[config.mk]
export PLATFORM = sky130hd
export DESIGN_NAME = nametable_fetch_addr_gen
export DESIGN_NICKNAME = d
export VERILOG_FILES = /design/src/rtl/nametable_fetch_addr_gen.sv
export SDC_FILE = /design/constraint.sdc
export NUM_CORES = 1
export LEC_CHECK = 0
export BUFFER_PORTS_ARGS = -buffer_cell sky130_fd_sc_hd__buf_2
export CORE_MARGIN = 2
export CORE_UTILIZATION = 30
export CTS_CLUSTER_DIAMETER = 120
export CTS_CLUSTER_SIZE = 8
export DETAILED_ROUTE_END_ITERATION = 7
export SYNTH_ARGS = -nofsm -noshare
export SYNTH_HDL_FRONTEND = slang
export SYNTH_SLANG_ARGS = --single-unit
[constraint.sdc]
create_clock -name clk -period 3.1 [get_ports clk]
set_input_delay 0.31 -clock clk [delete_from_list [all_inputs] [get_ports clk]]
set_output_delay 0.31 -clock clk [all_outputs]
set_load 0.02 [all_outputs]
[src/rtl/nametable_fetch_addr_gen.sv]
`default_nettype none
// ============================================================================
// Module      : nametable_fetch_addr_gen
// Description : Two-stage background fetch address generator. Applies scroll
//               and 240-row vertical wrap, resolves nametable mirroring, and
//               produces tile, attribute and pattern-row addresses.
// Revision    : 1.0 - initial release
// ============================================================================
module nametable_fetch_addr_gen #(
    parameter logic [15:0] NT_BASE        = 16'h2000,
    parameter logic [15:0] NT_SIZE        = 16'h0400,
    parameter logic [15:0] AT_OFFSET      = 16'h03C0,
    parameter int          ROWS           = 240,
    parameter logic [1:0]  DEFAULT_MIRROR = 2'd1
) (
    input  logic        clk,
    input  logic        rst,
    input  logic        scroll_load,
    input  logic [15:0] cpu_scroll_addr,
    input  logic [7:0]  ppu_ctrl1,
    input  logic [1:0]  mirror_mode,
    input  logic        in_valid,
    output logic        in_ready,
    input  logic [8:0]  screen_pixel_row,
    input  logic [8:0]  screen_pixel_col,
    output logic        out_valid,
    input  logic        out_ready,
    output logic [15:0] nametable_ptr,
    output logic [15:0] attr_ptr,
    output logic [2:0]  attr_shift,
    output logic [2:0]  pattern_table_offset,
    output logic [2:0]  fine_x
);

    localparam logic [9:0] c_rows    = ROWS[9:0];
    localparam logic [7:0] c_rows_lo = ROWS[7:0];

    // Frame-latched configuration
    logic [7:0] r_scroll_y;
    logic [7:0] r_scroll_x;
    logic       r_v0;
    logic       r_h0;
    logic [1:0] r_mirror;

    // Stage 1 register: wrapped coordinates plus the mirror mode they were accepted with
    logic       r_s1_valid;
    logic [7:0] r_s1_y;
    logic [7:0] r_s1_x;
    logic       r_s1_v;
    logic       r_s1_h;
    logic [1:0] r_s1_mirror;

    logic       w_en;
    logic [9:0] w_y_sum;
    logic [8:0] w_x_sum;
    logic [7:0] w_y;
    logic       w_v;
    logic [1:0] w_nt;
    logic [15:0] w_nt_base;
    logic [15:0] w_nt_ptr;
    logic [15:0] w_attr_ptr;
    logic       w_unused_ctrl;

    assign w_unused_ctrl = ^{ppu_ctrl1[7:3], ppu_ctrl1[0]};

    assign w_en     = !out_valid || out_ready;
    assign in_ready = w_en;

    assign w_y_sum = {1'b0, screen_pixel_row} + {2'b00, r_scroll_y};
    assign w_x_sum = screen_pixel_col + {1'b0, r_scroll_x};

    // Out-of-range scroll_y (>= ROWS) wraps at 256 instead of at ROWS
    always_comb begin
        w_y = w_y_sum[7:0];
        w_v = r_v0;
        if ({2'b00, r_scroll_y} < c_rows) begin
            if (w_y_sum >= c_rows) begin
                w_y = w_y_sum[7:0] - c_rows_lo;
                w_v = !r_v0;
            end
        end else begin
            w_v = r_v0 ^ (w_y_sum >= 10'd256);
        end
    end

    always_comb begin
        w_nt = {r_s1_v, r_s1_h};
        case (r_s1_mirror)
            2'd0:    w_nt = {r_s1_v, 1'b0};
            2'd1:    w_nt = {1'b0, r_s1_h};
            2'd2:    w_nt = 2'b00;
            default: w_nt = {r_s1_v, r_s1_h};
        endcase
    end

    assign w_nt_base  = NT_BASE + NT_SIZE * {14'd0, w_nt};
    assign w_nt_ptr   = w_nt_base + {6'd0, r_s1_y[7:3], 5'd0} + {11'd0, r_s1_x[7:3]};
    assign w_attr_ptr = w_nt_base + AT_OFFSET + {10'd0, r_s1_y[7:5], 3'd0}
                        + {13'd0, r_s1_x[7:5]};

    always_ff @(posedge clk) begin
        if (rst) begin
            r_scroll_y           <= 8'd0;
            r_scroll_x           <= 8'd0;
            r_v0                 <= 1'b0;
            r_h0                 <= 1'b0;
            r_mirror             <= DEFAULT_MIRROR;
            r_s1_valid           <= 1'b0;
            r_s1_y               <= 8'd0;
            r_s1_x               <= 8'd0;
            r_s1_v               <= 1'b0;
            r_s1_h               <= 1'b0;
            r_s1_mirror          <= 2'd0;
            out_valid            <= 1'b0;
            nametable_ptr        <= 16'd0;
            attr_ptr             <= 16'd0;
            attr_shift           <= 3'd0;
            pattern_table_offset <= 3'd0;
            fine_x               <= 3'd0;
        end else begin
            // A request accepted this edge already sampled the old config values
            if (scroll_load) begin
                r_scroll_y <= cpu_scroll_addr[15:8];
                r_scroll_x <= cpu_scroll_addr[7:0];
                r_v0       <= ppu_ctrl1[1];
                r_h0       <= ppu_ctrl1[2];
                r_mirror   <= mirror_mode;
            end
            if (w_en) begin
                r_s1_valid           <= in_valid;
                r_s1_y               <= w_y;
                r_s1_x               <= w_x_sum[7:0];
                r_s1_v               <= w_v;
                r_s1_h               <= r_h0 ^ w_x_sum[8];
                r_s1_mirror          <= r_mirror;
                out_valid            <= r_s1_valid;
                nametable_ptr        <= w_nt_ptr;
                attr_ptr             <= w_attr_ptr;
                attr_shift           <= {r_s1_y[4], r_s1_x[4], 1'b0};
                pattern_table_offset <= r_s1_y[2:0];
                fine_x               <= r_s1_x[2:0];
            end
        end
    end

endmodule
`default_nettype wire

==> metrics.yaml <==
area_growth_pct: 17.71
via_per_inst: 4.503
htreeDepth: 3
mostFrequentLayoutCells: "buf_2 (78), dfxtp_1 (61), nand2_1 (57)"
fin_crit_sh_pct: 86.41
ys_ff_latch: 61
cts.sinks: 61
synth_top_area_share_pct: 38.67
endpoint_kind: "flip-flop"
relSlewSlack_pct: 57.62
netlist_area_um2: 3158
synthCells: 365
vias: 2544
drive_gt1_share_pct: 26.57
row_count: 37
critPathKind: "reg -> reg"
path_clk_slew_ns: 0.08
fillers: 1060
synth_edf_count: 0
boundaryPins: 92
rsz0062_at_grt: "no"
outcome: "finished, final reports clean"
avgSynthCellArea_um2: 8.652
setup-tns-final_ns: 0
yosysSeqAreaShare_pct: 38.67
dieArea_um2: 11360
crit_required_ns: 3.38
top_usage_layer: "met1"
grtUsageMet3_pct: 2.371
coreArea_um2: 10280
drt_wl_total_um: 6730
gr-total-overflow: 0
hold_viol: 0
dr.pass1.iters: 4
use_met1_pct: 17.17
die_w_um: 106.6
cts.repair.resized: 0
cts_buffers: 9
maxSlewViolCount: 0
drc: 0
clockBufferDepth: 2
setup_viol: 0
ir_worst_vdd_v: 0.0002375
synth_cell_types: 52
port_buffers: 78
clock_latency_ns: 0.34
nNetsFinal: 492
synth_area_leaders: "dfxtp_1 (39%), nand2_1 (6.8%), ha_1 (6.7%)"
multiInputGateArea_um2: 1670
worst_pin_slew_ns: 0.6357
dpl.hpwl_um: 4890
cts_setup_buffers: 0
leakagePower_nw: 1.711
grt_max_degree: 43
die_height_um: 106.6
seqCellArea_um2: 1221
cts_tree: "done"
synth-main-ff-cell: "dfxtp_1"
start_util_pct: 30.73
postCtsHoldBufs: 0
start_kind: "flip-flop"
critical_path.max_fanout: 5
gp_congestion: 0.7370
yosysTopAreaCell: "dfxtp_1"
layout_min_cycle_time_ns: 2.679
final_core_util_pct: 36.17
antenna_found_initial: 0
grt_pass1_vias: 2238
whs_ns: 0.1734
cp_data_arrival_time_ns: 2.96
timing.fmax_mhz: 373.3
max_cap_violations: 0
finalClockSkew_ns: 0.008836
async_flop_share_pct: 0
ys_warn_count: 0
power_density_nw_per_um2: 544.7
use_met2_pct: 16.88
diodes: 0
hold_path_class: "in -> reg"
grt_pass1_wl_um: 10710
final_common_cell: "buf_2"
antenna_left: 0
power_mw: 2.025
wl_per_cell_um: 11.91
track_usage_pct: 11.86
root_buffer: "clkbuf_8"
drt-initial-drc-count: 94
[layer usage]
layer  vias up  share of wire (%)  wire [µm]
li1       1340                  -          -
met1      1132                 53       3564
met2        62                 41       2771
met3        10                4.0        271
met4         0                1.8        123
met5         -                  0          0
[state kept, by name (all words and copies together), names as in the netlist]
| name | flops |
|---|---|
| out_valid | 1 |
| r_s1_x | 8 |
| r_s1_v | 1 |
| fine_x | 3 |
| r_scroll_x | 8 |
| r_s1_h | 1 |
| r_scroll_y | 8 |
| r_mirror | 2 |
| r_h0 | 1 |
| nametable_ptr | 13 |
| r_s1_valid | 1 |
| r_s1_mirror | 2 |
| r_s1_y | 8 |
| pattern_table_offset | 3 |
| r_v0 | 1 |
[through the flow]
stage / cell area (µm²) / setup WS [ns] / instances
2_1_floorplan: 3181 / 0.5767 / 371
3_3_place_gp: 3520 / 0.3428 / 549
3_5_place_dp: 3520 / 0.3013 / 549
4_1_cts: 3717 / 0.4184 / 565
5_1_grt: 3717 / 0.2221 / 565
6_report: 3717 / 0.4212 / 565
[final cells by class]
type	count	area share, %
multi-input combinational	260	44.93
timing repair buffer	82	11.31
sequential	61	32.85
tap	136	4.578
clock buffer	9	3.332
inverter	10	1.010
clock inverter	7	1.986
[critical path: stages (launching register included)]
cell	delay, ns
dfxtp_1	0.32
ha_1	0.22
fa_1	0.43
a21oi_2	0.19
inv_1	0.06
a21oi_1	0.17
xnor2_1	0.21
ha_1	0.20
and2_1	0.20
a32oi_2	0.16
or4_1	0.41
nand3_1	0.07
[power by group]
group / internal [mW] / leakage (nW) / total, mW / switching, mW
registers: 0.853 / 0.504 / 0.894 / 0.0408
clock network: 0.375 / 0.100 / 0.720 / 0.345
logic: 0.172 / 1.11 / 0.411 / 0.239
[path summary, 6_finish.rpt]
path	startpoint	to	slack, ns	depth (start not counted)
setup / recovery	r_scroll_y[0]	r_s1_y[4]	0.42	11
setup reg to reg	r_scroll_y[0]	r_s1_y[4]	0.42	11
hold / removal	mirror_mode[0]	r_mirror[0]	0.17	2
hold reg to reg	pattern_table_offset[0]	pattern_table_offset[0]	0.45	2
[kinds of logic (layout without fill, tap and decap cells)]
group | count (synthesis) | count (layout) | synth area share, %
muxes | 21 | 21 | 6.656
AOI/OAI and AO/OA | 72 | 72 | 15.10
buffers and inverters | 50 | 108 | 9.390
adders and majority gates | 19 | 19 | 8.003
and+or+nand+nor | 131 | 131 | 19.06
xor gates and xnor gates | 10 | 10 | 3.011
other | 1 | 7 | 0.1187
DFF | 61 | 61 | 38.67
[cell usage after synthesis (2+ instances only)]
| cell type | number |
|---|---|
| a211oi_1 | 3 |
| mux2i_1 | 21 |
| o31a_1 | 2 |
| o21ai_1 | 2 |
| xnor2_1 | 7 |
| nor2_1 | 38 |
| o21ai_0 | 9 |
| clkbuf_1 | 12 |
| xor2_1 | 2 |
| nand3_1 | 8 |
| buf_6 | 3 |
| nor3_1 | 5 |
| nor2_2 | 2 |
| dfxtp_1 | 61 |
| nor2b_1 | 5 |
| fa_1 | 2 |
| a21oi_1 | 36 |
| nand4b_1 | 2 |
| buf_4 | 23 |
| a21oi_2 | 3 |
| nand3b_1 | 4 |
| or4_1 | 2 |
| or3_1 | 2 |
| buf_1 | 2 |
| inv_1 | 10 |
| ha_1 | 17 |
| nand2_1 | 57 |
No activity file was read; power rests on OpenSTA's default activity.
